File: config.mk
export PLATFORM = sky130hd
export DESIGN_NAME = id_ex_stage
export DESIGN_NICKNAME = d
export VERILOG_FILES = /design/src/rtl/id_ex_stage.sv
export SDC_FILE = /design/constraint.sdc
export NUM_CORES = 1
export LEC_CHECK = 0
export ABC_AREA = 1
export ABC_CLOCK_PERIOD_IN_PS = 1760
export CAP_MARGIN = 20
export CORE_MARGIN = 3
export CORE_UTILIZATION = 38
export DETAILED_ROUTE_END_ITERATION = 10
export GPL_TIMING_DRIVEN = 1
export HOLD_SLACK_MARGIN = 0.12
export PLACE_DENSITY = 0.77
export RECOVER_POWER = 100
export SYNTH_ARGS = -nofsm -noshare
export SYNTH_HDL_FRONTEND = slang
export SYNTH_SLANG_ARGS = --single-unit
File: constraint.sdc
create_clock -name clk -period 1.76 [get_ports clk]
set_clock_uncertainty 0.15 [all_clocks]
set_input_delay 0.528 -clock clk [delete_from_list [all_inputs] [get_ports clk]]
set_output_delay 0.528 -clock clk [all_outputs]
set_load 0.05 [all_outputs]
File: src/rtl/id_ex_stage.sv
// id_ex_stage: decode-to-execute pipeline register with load-use hazard
// detection, downstream stall hold, flush and an optional write-back bypass.
//
// Build option: define WB_BYPASS_EN to forward the same-cycle register-file
// write (wb_*) into the operands. The forwarding happens on load, and again
// while the stage is held by ex_stall. With the macro undefined, the operands
// come only from id_rdata1/id_rdata2.
module id_ex_stage (
    input  logic        clk,
    input  logic        rst,
    input  logic        id_valid,
    input  logic        id_regwrite,
    input  logic        id_memread,
    input  logic        id_memwrite,
    input  logic [3:0]  id_opcode,
    input  logic [3:0]  id_src1,
    input  logic [3:0]  id_src2,
    input  logic [3:0]  id_dst,
    input  logic [15:0] id_imm,
    input  logic [15:0] id_rdata1,
    input  logic [15:0] id_rdata2,
    input  logic        wb_regwrite,
    input  logic [3:0]  wb_dst,
    input  logic [15:0] wb_data,
    input  logic        ex_stall,
    input  logic        flush,
    output logic        ex_valid,
    output logic        ex_regwrite,
    output logic        ex_memread,
    output logic        ex_memwrite,
    output logic [3:0]  ex_opcode,
    output logic [3:0]  ex_src1,
    output logic [3:0]  ex_src2,
    output logic [3:0]  ex_dst,
    output logic [15:0] ex_imm,
    output logic [15:0] ex_op1,
    output logic [15:0] ex_op2,
    output logic        id_stall
);

`ifdef WB_BYPASS_EN
    localparam bit BypassEn = 1'b1;
`else
    localparam bit BypassEn = 1'b0;
`endif

    logic        hazard;
    logic [15:0] loadOp1;
    logic [15:0] loadOp2;
    logic [15:0] holdOp1;
    logic [15:0] holdOp2;

    // Load-use detection: a load sitting in execute whose destination is read
    // by the decode instruction. Both sources are compared and R0 is not special.
    always_comb begin
        hazard = ex_valid & ex_memread & ex_regwrite & id_valid &
                 ((id_src1 == ex_dst) | (id_src2 == ex_dst));
        id_stall = ex_stall | hazard;
    end

    // Operand selection. The register file returns pre-write data, so the
    // write port is forwarded on load. A held instruction also picks up any
    // write to its sources; if src1 equals src2, both operands take the write.
    always_comb begin
        loadOp1 = id_rdata1;
        loadOp2 = id_rdata2;
        holdOp1 = ex_op1;
        holdOp2 = ex_op2;
        if (BypassEn && wb_regwrite && (wb_dst == id_src1)) loadOp1 = wb_data;
        if (BypassEn && wb_regwrite && (wb_dst == id_src2)) loadOp2 = wb_data;
        if (BypassEn && ex_valid && wb_regwrite && (wb_dst == ex_src1)) holdOp1 = wb_data;
        if (BypassEn && ex_valid && wb_regwrite && (wb_dst == ex_src2)) holdOp2 = wb_data;
    end

    // Pipeline register. Priority: reset, flush, downstream stall, load-use bubble, load.
    always_ff @(posedge clk) begin
        if (rst) begin
            ex_valid    <= 1'b0;
            ex_regwrite <= 1'b0;
            ex_memread  <= 1'b0;
            ex_memwrite <= 1'b0;
            ex_opcode   <= 4'h0;
            ex_src1     <= 4'h0;
            ex_src2     <= 4'h0;
            ex_dst      <= 4'h0;
            ex_imm      <= 16'h0000;
            ex_op1      <= 16'h0000;
            ex_op2      <= 16'h0000;
        end else if (flush || (!ex_stall && hazard)) begin
            // Flush kills the instruction. A bubble moves the load out of
            // execute, so the hazard clears on the next edge.
            ex_valid    <= 1'b0;
            ex_regwrite <= 1'b0;
            ex_memread  <= 1'b0;
            ex_memwrite <= 1'b0;
        end else if (ex_stall) begin
            ex_op1 <= holdOp1;
            ex_op2 <= holdOp2;
        end else begin
            ex_valid    <= id_valid;
            ex_regwrite <= id_valid & id_regwrite;
            ex_memread  <= id_valid & id_memread;
            ex_memwrite <= id_valid & id_memwrite;
            ex_opcode   <= id_opcode;
            ex_src1     <= id_src1;
            ex_src2     <= id_src2;
            ex_dst      <= id_dst;
            ex_imm      <= id_imm;
            ex_op1      <= loadOp1;
            ex_op2      <= loadOp2;
        end
    end

endmodule

# After elaboration in Yosys (flattened, before gate mapping)
# Index checks and enable logic that the tools add are counted.
[totals]
register_bits = 68
word_cells = 29
in_bits = 93
out_inout_bits = 69
[op_classes]
n_eq_ne = 2
n_bitwise = 11
reduce_logical = 5
[ops]
columns = ["cell", "count"]
rows = [
  ["$eq 4x4->1", 2],
  ["$and 1x1->1", 7],
  ["$not 1->1", 2],
  ["$or 1x1->1", 2],
  ["$reduce_and 2->1", 1],
  ["$reduce_or 2->1", 1],
  ["$logic_and 1x1->1", 1],
  ["$logic_not 1->1", 1],
  ["$logic_or 1x1->1", 1],
]

# Logic depth before layout (Yosys ltp)
# Gate-level depths: netlist of run 1.
[depth]
ltp_word = 8
mapped_depth = 12
depth_no_buf = 11

# Worst setup path after synthesis of run 1
# OpenSTA, ideal clock, no wires.
[synth_timing]
path_type = "reg2out"
from = "reg ex_dst[1]"
to = "out id_stall"
setup_slack_ps = -567
t_required_ps = 1082
t_arrival_ps = 1649
path_stages_with_launch = 10
path_buffers = 1
cell_sequence = "dfxtp_1 > inv_2 > nand2_1 > nand2_1 > nor2_1 > nand2_1 > nand2_2 > nand2_4 > buf_2 > nand2_1"
[synth_via]
elab_chain_len = 4
elab_cells_between_ends = 5
classes_between = "eq/ne: 2; bitwise: 3"
[synth_rtl]
columns = ["element", "line_no", "rtl"]
rows = [
  ["from (decl)", "34", "output logic [3:0] ex_dst,"],
  ["from (signal assigned)", "107", "ex_dst <= id_dst;"],
  ["$eq 4x4->1", "57", "((id_src1 == ex_dst) | (id_src2 == ex_dst));"],
  ["$or 1x1->1 *", "57", ""],
  ["$and 1x1->1 *", "56", "hazard = ex_valid & ex_memread & ex_regwrite & id_valid &"],
  ["$or 1x1->1 *", "58", "id_stall = ex_stall | hazard;"],
  ["to (decl)", "38", "output logic id_stall"],
]
# Mark *: on every way between the ends. The rest lies on a longest branch, timed or not.

# Worst setup path in the final report of run 1
[layout_timing]
from = "reg ex_dst[2]"
to = "out id_stall"
# Same word-level chain as after synthesis.

==> results.toml, run 1 <==
[logic_synthesis]
syn_avg_cell_area_sq_um = 6.07
ys_seq_elements = 68
ys_warn_count = 0
netlist_area_sq_um = 3640
synth_top_family_by_area = "simple AND/OR/NAND/NOR gates"
muxShareOfSynthArea = 0
synthCells = 600
synth_fa_ha_area_frac = 0
synth_cell_type_count = 18
ys_seq_area_frac = 0.374
synth-simple-area-share = 0.365
synth-xor-area-share = 0
synth_compound_area_frac = 0.00996
syn_nets = 693

[die]
initial_core_util = 0.392
coreArea_sq_um = 9280
io_pins = 162
dieWidth_um = 104
dieArea_sq_um = 10800
rows = 35
die_h_um = 104

[finish]
instances_no_fill = 906
drive_above_1_share = 0.317
most-common-layout-cells = "inv_1 (159), nand2_1 (120), nand4_1 (64), dfxtp_1 (64)"
fin_nets = 865
area_delta_synth_final_pct = 63.0
insertedDiodeCount = 0
layout_commonest_cell = "inv_1"

[hold_path]
whs_path_depth = 4
hold_class = "reg -> reg"
hold_start = "ex_op2[9]$_SDFFE_PP0P_"

[worst_setup_path]
r2r_start = "ex_dst[0]$_SDFFE_PP0P_"
critPathRequiredTime_ps = 1080
cp-startpoint = "ex_dst[2]$_SDFFE_PP0P_"
cp_num_cells = 9
cp.arrival_ps = 1420
slowest_delay_ps = 390
worstSetupEndpointType = "output port"
slowest_stage = "dfxtp_2"
critPathMaxFanout = 4
crit_path_start_kind = "register"
crit_family = "simple AND/OR/NAND/NOR gates"
reg2regPathDepth = 15
cp.buffers_inverters = 2
crit_type = "reg -> out"
cp_cell_sequence = "inv_2 -> nand2_2 -> nand2_1 -> nor2_1 -> nand2_1 -> nand2_2 -> nand2_4 -> nand2_8 -> buf_12"

[power]
p_leak_nw = 3.29
irDropWorstVdd_mv = 0.333
power_density_nw_per_um2 = 717

[placement]
place_ws_ps = -768
place_congestion = 0.874
dpl.hpwl_mm = 7.68
io_buffers = 140
dp.cells = 864

[clocking]
cts_buffer_depth = 2
cts_made_buffers = 9
tritoncts = "built"
root_buffer = "clkbuf_8"
clk_pin_slew_ps = 80
cts.sinks = 68
htree_levels = 3
clkLatencyLatePin_ps = 340

[global_routing]
track_usage = 0.201
grt_antenna_before_repair = 0
grt.overflow.total = 0
grt_pass1_vias = 3923
grt_max_degree = 38
grt_pass1_wl_mm = 18.1

[sta]
tns_ps = -11800
min_period_ps = 2100
rsz0062_at_grt = "yes"
relSlewSlack = 0.753
hold_viol_final = 0
final.setup.worst_slack_ps = -339
fin_crit_sh = 1.19
worstMarginPinSlew_ps = 371
slew_violations = 0
max_freq_mhz = 476
setup_viol = 69

[drt]
antenna_left = 0
vias_per_cell = 4.54
routed_wl_mm = 12.2
remaining_drc_errors = 0
drt_iter0_drc = 246
num_vias = 4112
firstDrtPassIters = 5
wl_per_cell_um = 13.4

[job]
drv_cap = 0

[status]
violations = "negative setup slack"
outcome = "finished with violations"
==> cell type report <==
cell class / instances / area [sq um]
Tap cell: 129 / 161
Multi-Input combinational cell: 303 / 1530
Fill cell: 792 / 3350
Inverter: 196 / 768
Clock buffer: 11 / 163
Sequential cell: 68 / 1370
Clock inverter: 5 / 33.8
Timing Repair Buffer: 194 / 1910
==> path summary, 6_finish.rpt <==
check,end,slack [ps]
worst max-delay path,id_stall,-340
worst min-delay path,ex_op2[9]$_SDFFE_PP0P_,360
worst max register to register,ex_src2[1]$_SDFFE_PP0P_,-240
worst min register to register,ex_op2[9]$_SDFFE_PP0P_,360
==> stage by stage <==
| stage | hold WS [ps] | power [mW] | cell area (sq um) | utilization |
|---|---|---|---|---|
| final | 363 | 4.26 | 5940 | 0.639 |
| after global routing | 390 | 4.48 | 5940 | 0.639 |
| after CTS | 400 | 4.53 | 6380 | 0.688 |
| after detailed placement | 387 | 3.25 | 6060 | 0.653 |
| after global placement | 382 | 3.22 | 6060 | 0.653 |
| after floorplan | 467 | 2.47 | 3720 | - |
==> synth_stat cells <==
| cell type | n | area [sq um] |
|---|---|---|
| nor2_2 | 10 | 62.6 |
| nor2_1 | 65 | 244 |
| o21ai_2 | 1 | 8.76 |
| buf_1 | 11 | 41.3 |
| inv_2 | 5 | 18.8 |
| a21oi_1 | 1 | 5.00 |
| dfxtp_1 | 68 | 1360 |
| nand3_4 | 1 | 17.5 |
| nand2_4 | 1 | 11.3 |
| buf_6 | 5 | 56.3 |
| nand3_1 | 1 | 5.00 |
| nand2_1 | 155 | 582 |
| inv_1 | 191 | 717 |
| nand4_1 | 64 | 400 |
| buf_2 | 15 | 75.1 |
| a22oi_1 | 3 | 22.5 |
| nand2_2 | 1 | 6.26 |
| clkbuf_1 | 2 | 7.51 |
==> worst register-to-register path, stage by stage (launching register included) <==
cell and delay, ps:
dfxtp_4 370, inv_4 80, nand2_2 60, nand2_2 70, nor2_2 40, nand2_1 70
nand2_2 70, nand2_4 90, buf_4 120, buf_8 110, nand3_4 180, buf_12 200
clkbuf_16 150, nand2_1 60, inv_1 40, nor2_1 90
==> power breakdown <==
part | internal (mW) | switching (mW) | leakage [nW]
Clock | 0.633 | 0.616 | 0.0965
Combinational | 0.496 | 0.812 | 2.63
Sequential | 1.64 | 0.0612 | 0.563
Total | 2.77 | 1.49 | 3.29
==> kinds of logic (layout without fill, tap and decap cells) <==
logic type | after synthesis | in the layout
flops | 68 | 68
simple gates | 298 | 298
compound gates | 5 | 5
buf+inv | 229 | 406
==> flip-flops by register name, indices dropped and copies added (netlist names) <==
signal       cells
ex_op1          16
ex_op2          16
ex_memwrite      1
ex_dst           4
ex_imm          16
ex_opcode        4
ex_regwrite      1
ex_src1          4
ex_valid         1
ex_src2          4
ex_memread       1
==> timing repair <==
| item | 4_1_cts | 5_1_grt |
|---|---|---|
| hold buffers | 0 | 0 |
| cloned | 2 | 11 |
| setup endpoints to repair | 69 | 69 |
| pin swaps | 8 | 28 |
| endpoints found under the hold margin | 0 | 0 |
| setup buffers | 8 | 10 |
| resized for setup | 33 | 97 |
==> layer usage <==
layer  global-route usage  share of wire  up-vias
met5                    0              0        -
met4               0.0883          0.026        0
met3               0.0459          0.058       26
met2                0.343           0.50      157
met1                0.243           0.42     1858
li1                     -              -     2071
Note: power is estimated with default switching activity, not from simulation.
==> run 2: changes to the inputs <==
--- a/config.mk
+++ b/config.mk
@@ -13,7 +13,7 @@
 export DETAILED_ROUTE_END_ITERATION = 10
 export GPL_TIMING_DRIVEN = 1
 export HOLD_SLACK_MARGIN = 0.12
-export PLACE_DENSITY = 0.77
+export PLACE_DENSITY_LB_ADDON = 0.2
 export RECOVER_POWER = 100
 export SYNTH_ARGS = -nofsm -noshare
 export SYNTH_HDL_FRONTEND = slang
==> results.toml, run 2 (synthesized netlist as in run 1, its figures left out) <==
[die]
dieArea_sq_um = 10800
io_pins = 162
rows = 35
initial_core_util = 0.392
die_h_um = 104
coreArea_sq_um = 9280
dieWidth_um = 104

[finish]
area_delta_synth_final_pct = 58.9
reg_top3 = "ex_imm x16, ex_op1 x16, ex_op2 x16"
fin_nets = 854
most-common-layout-cells = "inv_1 (165), nand2_1 (128), nand4_1 (64)"
layout_commonest_cell = "inv_1"
instances_no_fill = 895
drive_above_1_share = 0.282
insertedDiodeCount = 0

[clocking]
root_buffer = "clkbuf_8"
clk_pin_slew_ps = 70
cts_made_buffers = 9
clkLatencyLatePin_ps = 330
htree_levels = 3
cts.sinks = 68
cts-hold-fix-buffers = 0
tritoncts = "built"
cts_buffer_depth = 2

[drt]
remaining_drc_errors = 0
wl_per_cell_um = 12.8
antenna_left = 0
num_vias = 3980
firstDrtPassIters = 4
drt_iter0_drc = 153
vias_per_cell = 4.45
routed_wl_mm = 11.5

[global_routing]
track_usage = 0.203
grt_antenna_before_repair = 0
grt.overflow.total = 0
grt_pass1_vias = 3678
grt_max_degree = 42
grt_pass1_wl_mm = 18.0

[power]
p_sw_mw = 1.50
power_density_nw_per_um2 = 750
p_leak_nw = 3.22
p_seq_frac = 0.391
p_sw_frac = 0.346
p_comb_frac = 0.306
power.clock.fraction = 0.304
internal_power_mw = 2.84
irDropWorstVdd_mv = 0.484

[sta]
rsz0062_at_grt = "yes"
setup_viol = 65
max_freq_mhz = 485
min_period_ps = 2060
tns_ps = -10140
hold_viol_final = 0
relSlewSlack = 0.791
fin_crit_sh = 1.17
slew_violations = 0
final.setup.worst_slack_ps = -301
worstMarginPinSlew_ps = 314

[worst_setup_path]
r2r_start = "ex_dst[2]$_SDFFE_PP0P_"
r2r_setup_slack_ps = -180
critPathMaxFanout = 2
crit_type = "in -> out"
cp-startpoint = "id_src1[1]"
cp.arrival_ps = 1380
crit_path_start_kind = "input pin"
worstSetupEndpointType = "output port"
critPathRequiredTime_ps = 1080

[placement]
dp.cells = 861
io_buffers = 140
place_congestion = 0.861
dpl.hpwl_mm = 7.28

[hold_path]
hold_start = "ex_op2[15]$_SDFFE_PP0P_"
hold_class = "reg -> reg"

[job]
drv_cap = 0

[status]
outcome = "finished with violations"
violations = "negative setup slack"
==> run 2: path summary, 6_finish.rpt <==
| kind | cells after the start | to |
|---|---|---|
| min reg2reg | 4 | ex_op2[15]$_SDFFE_PP0P_ |
| min | 4 | ex_op2[15]$_SDFFE_PP0P_ |
| max reg2reg | 15 | ex_dst[2]$_SDFFE_PP0P_ |
| max | 10 | id_stall |
==> run 2: worst max-delay path, cell delays in order <==
cell and delay (ps):
clkdlybuf4s15_1 200, inv_2 40, nand2_1 50, nand2_1 50, nor2_1 100, nand2_1 70, nand2_2 80, nand2_4 70
nand2_8 60, buf_12 130
==> run 2: cell type report <==
class                   instances  area (sq um)
repair buffers                183          1730
inverters                     196           776
fillers                       864          3490
well taps                     129           161
multi-input cells             303          1540
clock inverters                 6          62.6
flip-flops and latches         68          1380
clock buffers                  10           138
==> run 2: power groups by stage <==
stage | sequential [mW] | clock, mW | combinational [mW]
finish | 1.70 | 1.32 | 1.33
global route | 1.71 | 1.42 | 1.43
CTS | 1.75 | 1.34 | 1.54
detailed placement | 1.78 | 0 | 1.45
global placement | 1.78 | 0 | 1.43
floorplan | 2.08 | 0 | 0.394
==> run 2: repair_timing <==
item / 4_1_cts / 5_1_grt
cloned: 7 / 0
pin swaps: 11 / 24
resized for setup: 44 / 71
setup endpoints to repair: 69 / 69
setup buffers: 9 / 3
==> run 2: stage by stage <==
stage | utilization | total power [mW] | instance area, sq um | hold WS, ps | setup WS (ps)
floorplan | - | 2.47 | 3720 | 467 | -78.5
global placement | 0.650 | 3.21 | 6040 | 381 | -714
detailed placement | 0.650 | 3.23 | 6040 | 385 | -742
CTS | 0.704 | 4.63 | 6540 | 401 | -313
global route | 0.624 | 4.55 | 5790 | 395 | -365
finish | 0.624 | 4.34 | 5790 | 361 | -301
==> run 2: metal layers <==
layer  share of wire  GRT usage  vias up  wire length [um]
li1                -          -     2057                 -
met4           0.023     0.0627        0               261
met2            0.49      0.341      121              5590
met3           0.052     0.0497       19               602
met5               0          0        -                 0
met1            0.44      0.258     1783              5040
==> run 3: changes to the inputs <==
--- a/config.mk
+++ b/config.mk
@@ -9,7 +9,7 @@
 export ABC_CLOCK_PERIOD_IN_PS = 1760
 export CAP_MARGIN = 20
 export CORE_MARGIN = 3
-export CORE_UTILIZATION = 38
+export CORE_UTILIZATION = 30
 export DETAILED_ROUTE_END_ITERATION = 10
 export GPL_TIMING_DRIVEN = 1
 export HOLD_SLACK_MARGIN = 0.12
==> results.toml, run 3 (synthesized netlist as in run 1, its figures left out) <==
[clocking]
cts_made_buffers = 9
cts_buffer_depth = 2
clk_pin_slew_ps = 50
htree_levels = 3
root_buffer = "clkbuf_16"
cts.sinks = 68
tritoncts = "built"
clkLatencyLatePin_ps = 320

[sta]
slew_violations = 0
min_period_ps = 2110
relSlewSlack = 0.794
fin_hold_ws_ps = 363
final.setup.worst_slack_ps = -354
setup_viol = 65
hold_viol_final = 0
fin_crit_sh = 1.20
worstMarginPinSlew_ps = 310
rsz0062_at_grt = "yes"
max_freq_mhz = 473

[finish]
reg_top3 = "ex_imm x16, ex_op1 x16, ex_op2 x16"
area_delta_synth_final_pct = 68.7
fin_nets = 857
ff_latch_area_sq_um = 1380
insertedDiodeCount = 0
fillCellCount = 1152
layout_commonest_cell = "inv_1"
instances_no_fill = 912
drive_above_1_share = 0.410
multi_input_area_sq_um = 1810
most-common-layout-cells = "inv_1 (122), nand2_1 (85), inv_2 (64), nand4_1 (64), dfxtp_1 (63)"

[die]
initial_core_util = 0.312
dieWidth_um = 116
dieArea_sq_um = 13500
die_h_um = 116
coreArea_sq_um = 11700
rows = 39
io_pins = 162

[placement]
io_buffers = 140
dp.cells = 881
dpl.hpwl_mm = 7.78
place_congestion = 0.814

[drt]
num_vias = 3984
remaining_drc_errors = 0
firstDrtPassIters = 5
routed_wl_mm = 11.8
wl_per_cell_um = 12.9
antenna_left = 0
vias_per_cell = 4.37
drt_iter0_drc = 182

[worst_setup_path]
critPathRequiredTime_ps = 1080
crit_path_start_kind = "register"
crit_top_cell = "nand2_2"
worstSetupEndpointType = "output port"
cp_cell_sequence = "inv_4 -> nand2_2 -> nand2_2 -> nor2_1 -> nand2_1 -> nand2_2 -> nand2_8 -> nand2_8 -> buf_12"
cp.arrival_ps = 1440
crit_type = "reg -> out"
critPathMaxFanout = 4
slowest_delay_ps = 380
slowest_stage = "dfxtp_4"

[power]
power_density_nw_per_um2 = 795
irDropWorstVdd_mv = 0.359
p_leak_nw = 3.25
p_total_mw = 4.89

[status]
outcome = "finished with violations"
violations = "negative setup slack"

[hold_path]
hold_class = "reg -> reg"

[global_routing]
grt.overflow.total = 0
grt_max_degree = 44
grt_pass1_vias = 3833
grt_antenna_before_repair = 0
grt_pass1_wl_mm = 18.3
track_usage = 0.170

[job]
drv_cap = 0
run 3: worst paths after layout:
path	startpoint	to	slack, ps	cells past startpoint
max	ex_dst[2]$_SDFFE_PP0P_	id_stall	-350	9
min	ex_imm[10]$_SDFFE_PP0P_	ex_imm[10]$_SDFFE_PP0P_	360	4
max reg2reg	ex_dst[2]$_SDFFE_PP0P_	ex_op2[14]$_SDFFE_PP0P_	-270	15
min reg2reg	ex_imm[10]$_SDFFE_PP0P_	ex_imm[10]$_SDFFE_PP0P_	360	4
run 3: through the flow:
step | setup TNS (ps) | worst slack (ps) | util | instance area [sq um]
2_1_floorplan | -78.5 | -78.5 | - | 3720
3_3_place_gp | -45190 | -732 | 0.525 | 6120
4_1_cts | -12240 | -324 | 0.576 | 6720
5_1_grt | -19670 | -422 | 0.527 | 6140
6_report | -13780 | -354 | 0.527 | 6140
3_5_place_dp | -46230 | -734 | 0.525 | 6120
run 3: cell type report:
class,instances,share of cell area
Clock inverter,3,0.00285
Timing Repair Buffer,186,0.277
Inverter,196,0.126
Clock buffer,13,0.0458
Multi-Input combinational cell,303,0.295
Sequential cell,68,0.224
Tap cell,143,0.0291
run 3: worst max-delay path: cells and delay by family, from the launching register on:
family | cells | cell delay [ps]
buf+inv | 2 | 180
flops | 1 | 380
simple gates | 7 | 550
run 3: metal layers:
metal  share of wire  global-route usage  wire [um]  up-vias
li1                -                   -          -     2053
met1            0.43               0.215       5060     1812
met2            0.50               0.288       5930      108
met3           0.053              0.0373        621       11
met4           0.013              0.0565        147        0
met5               0                   0          0        -
run 3: power by group:
part	switching (mW)	total [mW]	leakage, nW	internal, mW
clock	0.655	1.77	0.147	1.11
combinational	0.880	1.42	2.54	0.539
sequential	0.0591	1.70	0.564	1.64
total	1.59	4.89	3.25	3.29
run 3: timing repair:
item / CTS / global route
gates cloned: 6 / 1
hold buffers: 0 / 0
resized for setup: 49 / 206
pin swaps: 10 / 59
setup endpoints to repair: 69 / 69
setup buffers: 12 / 6
